$ cat src/rtl/serial_link_dir_switch.sv
// Direction-switch controller for the Kerberos serial-link wrapper.
// Counts in-flight AW/AR/W traffic. On a direction change it closes the
// AW/AR path and waits until every counter reaches zero. It then updates
// direction_select_o and holds the path closed for a settle window before
// reopening it.
module serial_link_dir_switch #(
    parameter int unsigned MaxOutstanding = 16,
    parameter int unsigned SettleCycles   = 8,
    parameter logic [1:0]  ResetDir       = 2'b00
) (
    input  logic       clk_i,
    input  logic       rst_i,
    // direction-change request
    input  logic       dir_req_valid_i,
    input  logic [1:0] dir_req_i,
    output logic       dir_req_ready_o,
    output logic [1:0] direction_select_o,
    output logic       busy_o,
    output logic       err_o,
    // AW channel, split into upstream and downstream sides
    input  logic       slv_aw_valid_i,
    output logic       slv_aw_ready_o,
    output logic       mst_aw_valid_o,
    input  logic       mst_aw_ready_i,
    // AR channel
    input  logic       slv_ar_valid_i,
    output logic       slv_ar_ready_o,
    output logic       mst_ar_valid_o,
    input  logic       mst_ar_ready_i,
    // W channel
    input  logic       slv_w_valid_i,
    output logic       slv_w_ready_o,
    output logic       mst_w_valid_o,
    input  logic       mst_w_ready_i,
    input  logic       w_last_i,
    // observed response handshakes
    input  logic       b_valid_i,
    input  logic       b_ready_i,
    input  logic       r_valid_i,
    input  logic       r_ready_i,
    input  logic       r_last_i
);

    localparam int unsigned     CntW       = $clog2(MaxOutstanding + 1);
    localparam int unsigned     SetW       = (SettleCycles > 1) ? $clog2(SettleCycles) : 1;
    localparam logic [CntW-1:0] CntMax     = CntW'(MaxOutstanding);
    localparam logic [SetW-1:0] SettleLoad = SetW'(SettleCycles - 1);

    typedef enum logic [1:0] {
        IDLE,
        DRAIN,
        SETTLE
    } state_e;

    state_e          state_q, state_d;
    logic [1:0]      dir_q, dir_d;
    logic [1:0]      target_q, target_d;
    logic [SetW-1:0] settle_q, settle_d;

    logic [CntW-1:0] wr_cnt_q, wr_cnt_d;
    logic [CntW-1:0] rd_cnt_q, rd_cnt_d;
    logic [CntW-1:0] w_cnt_q, w_cnt_d;
    logic            wr_uf, rd_uf, w_uf;
    logic            err_q;

    logic open_aw, open_ar, open_w;
    logic aw_hs, ar_hs, w_last_hs, b_hs, r_last_hs;
    logic drain_done;

    // Next counter value plus an underflow flag in the MSB. A simultaneous
    // increment and decrement cancel out. A decrement at zero holds the
    // counter and reports underflow.
    function automatic logic [CntW:0] cnt_step(input logic [CntW-1:0] cnt,
                                               input logic            inc,
                                               input logic            dec);
        logic [CntW-1:0] nxt;
        logic            uf;
        nxt = cnt;
        uf  = 1'b0;
        case ({inc, dec})
            2'b10: nxt = (cnt == CntMax) ? cnt : cnt + 1'b1;
            2'b01: begin
                if (cnt == '0) uf  = 1'b1;
                else           nxt = cnt - 1'b1;
            end
            default: nxt = cnt;
        endcase
        return {uf, nxt};
    endfunction

    // Channel gates. W is never gated by state, because bursts of
    // already-accepted AWs must still complete during a drain.
    assign open_aw = (state_q == IDLE) && (wr_cnt_q < CntMax);
    assign open_ar = (state_q == IDLE) && (rd_cnt_q < CntMax);
    assign open_w  = (w_cnt_q != '0);

    assign mst_aw_valid_o = slv_aw_valid_i & open_aw;
    assign slv_aw_ready_o = mst_aw_ready_i & open_aw;
    assign mst_ar_valid_o = slv_ar_valid_i & open_ar;
    assign slv_ar_ready_o = mst_ar_ready_i & open_ar;
    assign mst_w_valid_o  = slv_w_valid_i  & open_w;
    assign slv_w_ready_o  = mst_w_ready_i  & open_w;

    assign aw_hs     = slv_aw_valid_i & slv_aw_ready_o;
    assign ar_hs     = slv_ar_valid_i & slv_ar_ready_o;
    assign w_last_hs = mst_w_valid_o & mst_w_ready_i & w_last_i;
    assign b_hs      = b_valid_i & b_ready_i;
    assign r_last_hs = r_valid_i & r_ready_i & r_last_i;

    assign drain_done = (wr_cnt_q == '0) && (rd_cnt_q == '0) && (w_cnt_q == '0);

    // Next outstanding-counter values for writes, reads and pending W bursts.
    always_comb begin
        {wr_uf, wr_cnt_d} = cnt_step(wr_cnt_q, aw_hs, b_hs);
        {rd_uf, rd_cnt_d} = cnt_step(rd_cnt_q, ar_hs, r_last_hs);
        {w_uf,  w_cnt_d}  = cnt_step(w_cnt_q,  aw_hs, w_last_hs);
    end

    // Outstanding counters and the sticky underflow flag.
    // NOTE: state is updated with non-blocking assignments only, so every flop
    // samples the values that existed before the edge.
    always_ff @(posedge clk_i) begin
        if (rst_i) begin
            wr_cnt_q <= '0;
            rd_cnt_q <= '0;
            w_cnt_q  <= '0;
            err_q    <= 1'b0;
        end else begin
            wr_cnt_q <= wr_cnt_d;
            rd_cnt_q <= rd_cnt_d;
            w_cnt_q  <= w_cnt_d;
            if (wr_uf || rd_uf || w_uf) err_q <= 1'b1;
        end
    end

    // FSM next state: accept requests in IDLE, wait for the drain, then count
    // down the settle window.
    // NOTE: every signal gets a default first, so no path leaves one unassigned
    // and no latch is inferred.
    always_comb begin
        state_d         = state_q;
        dir_d           = dir_q;
        target_d        = target_q;
        settle_d        = settle_q;
        dir_req_ready_o = 1'b0;
        busy_o          = 1'b1;
        unique case (state_q)
            IDLE: begin
                dir_req_ready_o = 1'b1;
                busy_o          = 1'b0;
                if (dir_req_valid_i && (dir_req_i != dir_q)) begin
                    target_d = dir_req_i;
                    state_d  = DRAIN;
                end
            end
            DRAIN: begin
                if (drain_done) begin
                    dir_d    = target_q;
                    settle_d = SettleLoad;
                    state_d  = SETTLE;
                end
            end
            SETTLE: begin
                if (settle_q == '0) state_d  = IDLE;
                else                settle_d = settle_q - 1'b1;
            end
            default: state_d = IDLE;
        endcase
    end

    // FSM state, current direction, latched target and settle counter.
    always_ff @(posedge clk_i) begin
        if (rst_i) begin
            state_q  <= IDLE;
            dir_q    <= ResetDir;
            target_q <= ResetDir;
            settle_q <= '0;
        end else begin
            state_q  <= state_d;
            dir_q    <= dir_d;
            target_q <= target_d;
            settle_q <= settle_d;
        end
    end

    assign direction_select_o = dir_q;
    assign err_o              = err_q;

endmodule
$ cat config.mk
export PLATFORM = sky130hd
export DESIGN_NAME = serial_link_dir_switch
export DESIGN_NICKNAME = d
export VERILOG_FILES = /design/src/rtl/serial_link_dir_switch.sv
export SDC_FILE = /design/constraint.sdc
export NUM_CORES = 1
export LEC_CHECK = 0
export CORE_MARGIN = 2
export CORE_UTILIZATION = 56
export DETAILED_ROUTE_END_ITERATION = 6
export PLACE_DENSITY = 0.82
export RECOVER_POWER = 25
export SLEW_MARGIN = 20
export SYNTH_ARGS = -nofsm -noshare
export SYNTH_HDL_FRONTEND = slang
export SYNTH_SLANG_ARGS = --single-unit
$ cat constraint.sdc
create_clock -name clk_i -period 4.93 [get_ports clk_i]
set_clock_uncertainty 0.1 [all_clocks]
set_input_delay 0.986 -clock clk_i [delete_from_list [all_inputs] [get_ports clk_i]]
set_output_delay 0.986 -clock clk_i [all_outputs]
set_load 0.02 [all_outputs]
==> impl_table.tex <==
\begin{tabular}{lr}
\hline
Metric & Value \\
\hline
\multicolumn{2}{l}{\textbf{STA}} \\
Fin crit share & 72.7\% \\
Unrepaired setup endpoints after global routing & no \\
Peak clock frequency supported by timing & 279 MHz \\
Number of endpoints failing setup at the final stage & 0 \\
Worst slack on hold paths & 353 ps \\
Minimum period implied by the final worst setup slack & 3580 ps \\
Worst Setup Slack, final & 1350 ps \\
Normalized max-slew margin & 31.1\% \\
Number of hold violations in the final report & 0 \\
Measured slew at the worst slew-check pin & 1030 ps \\
Final-report max-slew violation count & 0 \\
Sum of negative setup slack & 0 ps \\
\multicolumn{2}{l}{\textbf{GRT}} \\
Number of global-route vias before repair & 1353 \\
Number of antenna violations at the first check in global routing & 0 \\
Global-route wire length before repair & 5.79 mm \\
Sum of overflow across all layers after global routing & 0 \\
Tot GR Track Use & 21.7\% \\
Maximum number of pins on one net before global-route repair & 28 \\
\multicolumn{2}{l}{\textbf{Yosys}} \\
Number of warnings issued by yosys & 0 \\
Sequential element share of the synthesized area & 30.8\% \\
Post-synthesis register bit count & 25 \\
Synthesized instance count & 186 \\
Post-Synthesis Mean Instance Area & 8.74 sq um \\
Synthesized area & 1630 sq um \\
Share of synthesized flip-flops with an asynchronous set or reset & 0\% \\
EDFF count, synth & 0 \\
Net Count, Synth & 219 \\
Top\_reg\_cell synth & dfxtp\_1 \\
Number of unique standard cell types used by synthesis & 42 \\
\multicolumn{2}{l}{\textbf{Clock network}} \\
Clk Latency, worst-skew pair & 320 ps \\
H-tree depth & 1 \\
Total setup buffers inserted after CTS & 0 \\
Clock transition time at the flip-flop clock pins of the worst setup and hold paths & 120 ps \\
Number of hold-repair buffers added at the cts stage & 0 \\
Max Buffers Root-to-Sink & 2 \\
Clock tree root driver cell & clkbuf\_4 \\
Number of clock sinks seen by CTS & 25 \\
TritonCTS clock tree & done \\
Cts bufs inserted & 3 \\
Post-CTS resize count & 0 \\
\multicolumn{2}{l}{\textbf{Critical path}} \\
Critical Path Source Type & input pin \\
Worst setup path startpoint & mst\_aw\_ready\_i \\
Worst r2r path cells & 13 \\
Worst reg2reg setup slack & 1700 ps \\
Critical path's largest stage delay & 450 ps \\
Crit-path cells & clkdlybuf4s50\_1 > nor4b\_2 > nand2\_2 > inv\_1 > nor2\_1 > xor2\_1 > ha\_1 > or3\_1 > a21oi\_1 > nand3\_1 > a21oi\_2 > mux2\_4 \\
Kind of end point of the critical path & flop \\
Path type of the worst setup path & input pin to flop \\
Crit Reg-Reg Startpoint & state\_q[1] \\
Reg2reg end & rd\_cnt\_q[4] \\
Crit path max fanout & 7 \\
Slowest CP cell & clkdlybuf4s50\_1 \\
Required time of the worst setup path & 5050 ps \\
Arrival time of data at the critical path endpoint & 3710 ps \\
\multicolumn{2}{l}{\textbf{Worst hold path}} \\
Tightest Hold Check Type & flop to flop \\
Hold Crit Endpoint & settle\_q[0] \\
Worst hold path startpoint & settle\_q[0] \\
Hold-critical path depth & 1 \\
\multicolumn{2}{l}{\textbf{Cells and area}} \\
Net count of the finished layout & 248 \\
Final standard cell utilization of the core & 70.7\% \\
Layout overhead on the synthesized area & 19.9\% \\
Fraction of layout cells with a size suffix above 1 & 8.88\% \\
Highest-count cells in the layout ignoring fill and taps & nor2\_1 (26), clkdlybuf4s50\_1 (26), dfxtp\_1 (25) \\
N\_diodes & 0 \\
\multicolumn{2}{l}{\textbf{Die}} \\
Site Rows & 19 \\
Boundary Pins & 28 \\
Core Box Area & 2760 sq um \\
Width of the die & 57.9 microns \\
Die H & 57.9 microns \\
Starting density of the core & 59.0\% \\
Total die area & 3350 sq um \\
\multicolumn{2}{l}{\textbf{Pwr}} \\
Post-layout power & 569 uW \\
Areal power density over the cells & 292 nW/um\^{}2 \\
Static leakage power & 0.836 nW \\
Maximum vdd ir drop & 0.254 mV \\
\multicolumn{2}{l}{\textbf{Detailed routing}} \\
Number of iterations in the first detailed-routing pass & 5 \\
Routed via count divided by cell count & 5.80 \\
Number of design rule violations left after detail routing & 0 \\
DR WL/cell & 13.6 microns \\
Routed WL & 3.34 mm \\
Total number of vias & 1422 \\
DRT antenna net count & 0 \\
1st-iter DRT viols & 43 \\
\multicolumn{2}{l}{\textbf{Placement}} \\
Placer's final routability congestion estimate & 0.902 \\
Dpl hpwl & 2.65 mm \\
IO Port Bufs & 27 \\
Setup slack at placement & 1040 ps \\
\multicolumn{2}{l}{\textbf{Job}} \\
Reported max-cap violation count & 0 \\
\multicolumn{2}{l}{\textbf{Outcome}} \\
Status & complete, no violations \\
\hline
\end{tabular}
## power by group
part           switching, mW  leakage, nW  internal, mW  total [mW]
clock network         0.0594       0.0150        0.0317      0.0911
logic                  0.122        0.617         0.109       0.230
registers             0.0232        0.204         0.225       0.248
total                  0.204        0.836         0.365       0.569
## final cells by class
class | count | area (sq um)
timing repair buffer | 27 | 270
tap | 31 | 38.8
inverter | 13 | 48.8
sequential | 25 | 500
fill | 212 | 807
clock buffer | 4 | 26.3
multi-input combinational | 145 | 1070
## flip-flops by register name, summed over array words and instances, names as in the netlist
register / flops
w_cnt_q: 5
target_q: 2
rd_cnt_q: 5
err_o: 1
settle_q: 3
direction_select_o: 2
state_q: 2
wr_cnt_q: 5
## worst max-delay path by stage
stage	to
6_report	w_cnt_q[4]
3_3_place_gp	w_cnt_q[4]
2_1_floorplan	w_cnt_q[4]
4_1_cts	slv_aw_ready_o
5_1_grt	w_cnt_q[4]
3_5_place_dp	w_cnt_q[4]
## synthesized netlist by cell type (4+ instances only)
cell	n	share of area, %
and3_1	4	1.5
xor2_1	4	2.2
nor2b_1	5	1.9
dfxtp_1	25	31
nand2_1	13	3.0
ha_1	14	11
and2_1	4	1.5
xnor2_1	7	3.8
nor2_1	26	6.0
a21oi_1	13	4.0
mux2i_1	7	4.3
inv_1	13	3.0
## through the flow
| step | area [sq um] | instances |
|---|---|---|
| 6_report | 1950 | 245 |
| 5_1_grt | 1950 | 245 |
| 4_1_cts | 1950 | 245 |
| 3_5_place_dp | 1920 | 241 |
| 3_3_place_gp | 1920 | 241 |
| 2_1_floorplan | 1630 | 186 |
## worst max-delay path: cells and delay by family
kind,cells,cell delay (ps)
AND/OR/NAND/NOR,5,1040
buffers and inverters,2,650
AO/OA/AOI/OAI,2,310
multiplexers,1,310
adder cells (fa/ha/maj),1,230
XOR/XNOR,1,170
## metal layers
| layer | global-route usage [%] | part of all wire, % | up-vias |
|---|---|---|---|
| li1 | - | - | 707 |
| met4 | 7.64 | 1.5 | 0 |
| met1 | 27.5 | 45 | 677 |
| met3 | 2.23 | 4.6 | 5 |
| met5 | 0 | 0 | - |
| met2 | 38.3 | 49 | 33 |
## cell families (layout without fill, tap and decap cells)
| group | Yosys count | count (layout) | synth area share (%) |
|---|---|---|---|
| compound gates | 38 | 38 | 16.8 |
| xor+xnor | 11 | 11 | 5.92 |
| fa+ha+maj | 16 | 16 | 13.2 |
| buf+inv | 16 | 44 | 3.69 |
| flops | 25 | 25 | 30.8 |
| mux | 10 | 10 | 7.08 |
| simple gates | 70 | 70 | 22.5 |
Note: power is estimated with default switching activity, not from simulation.
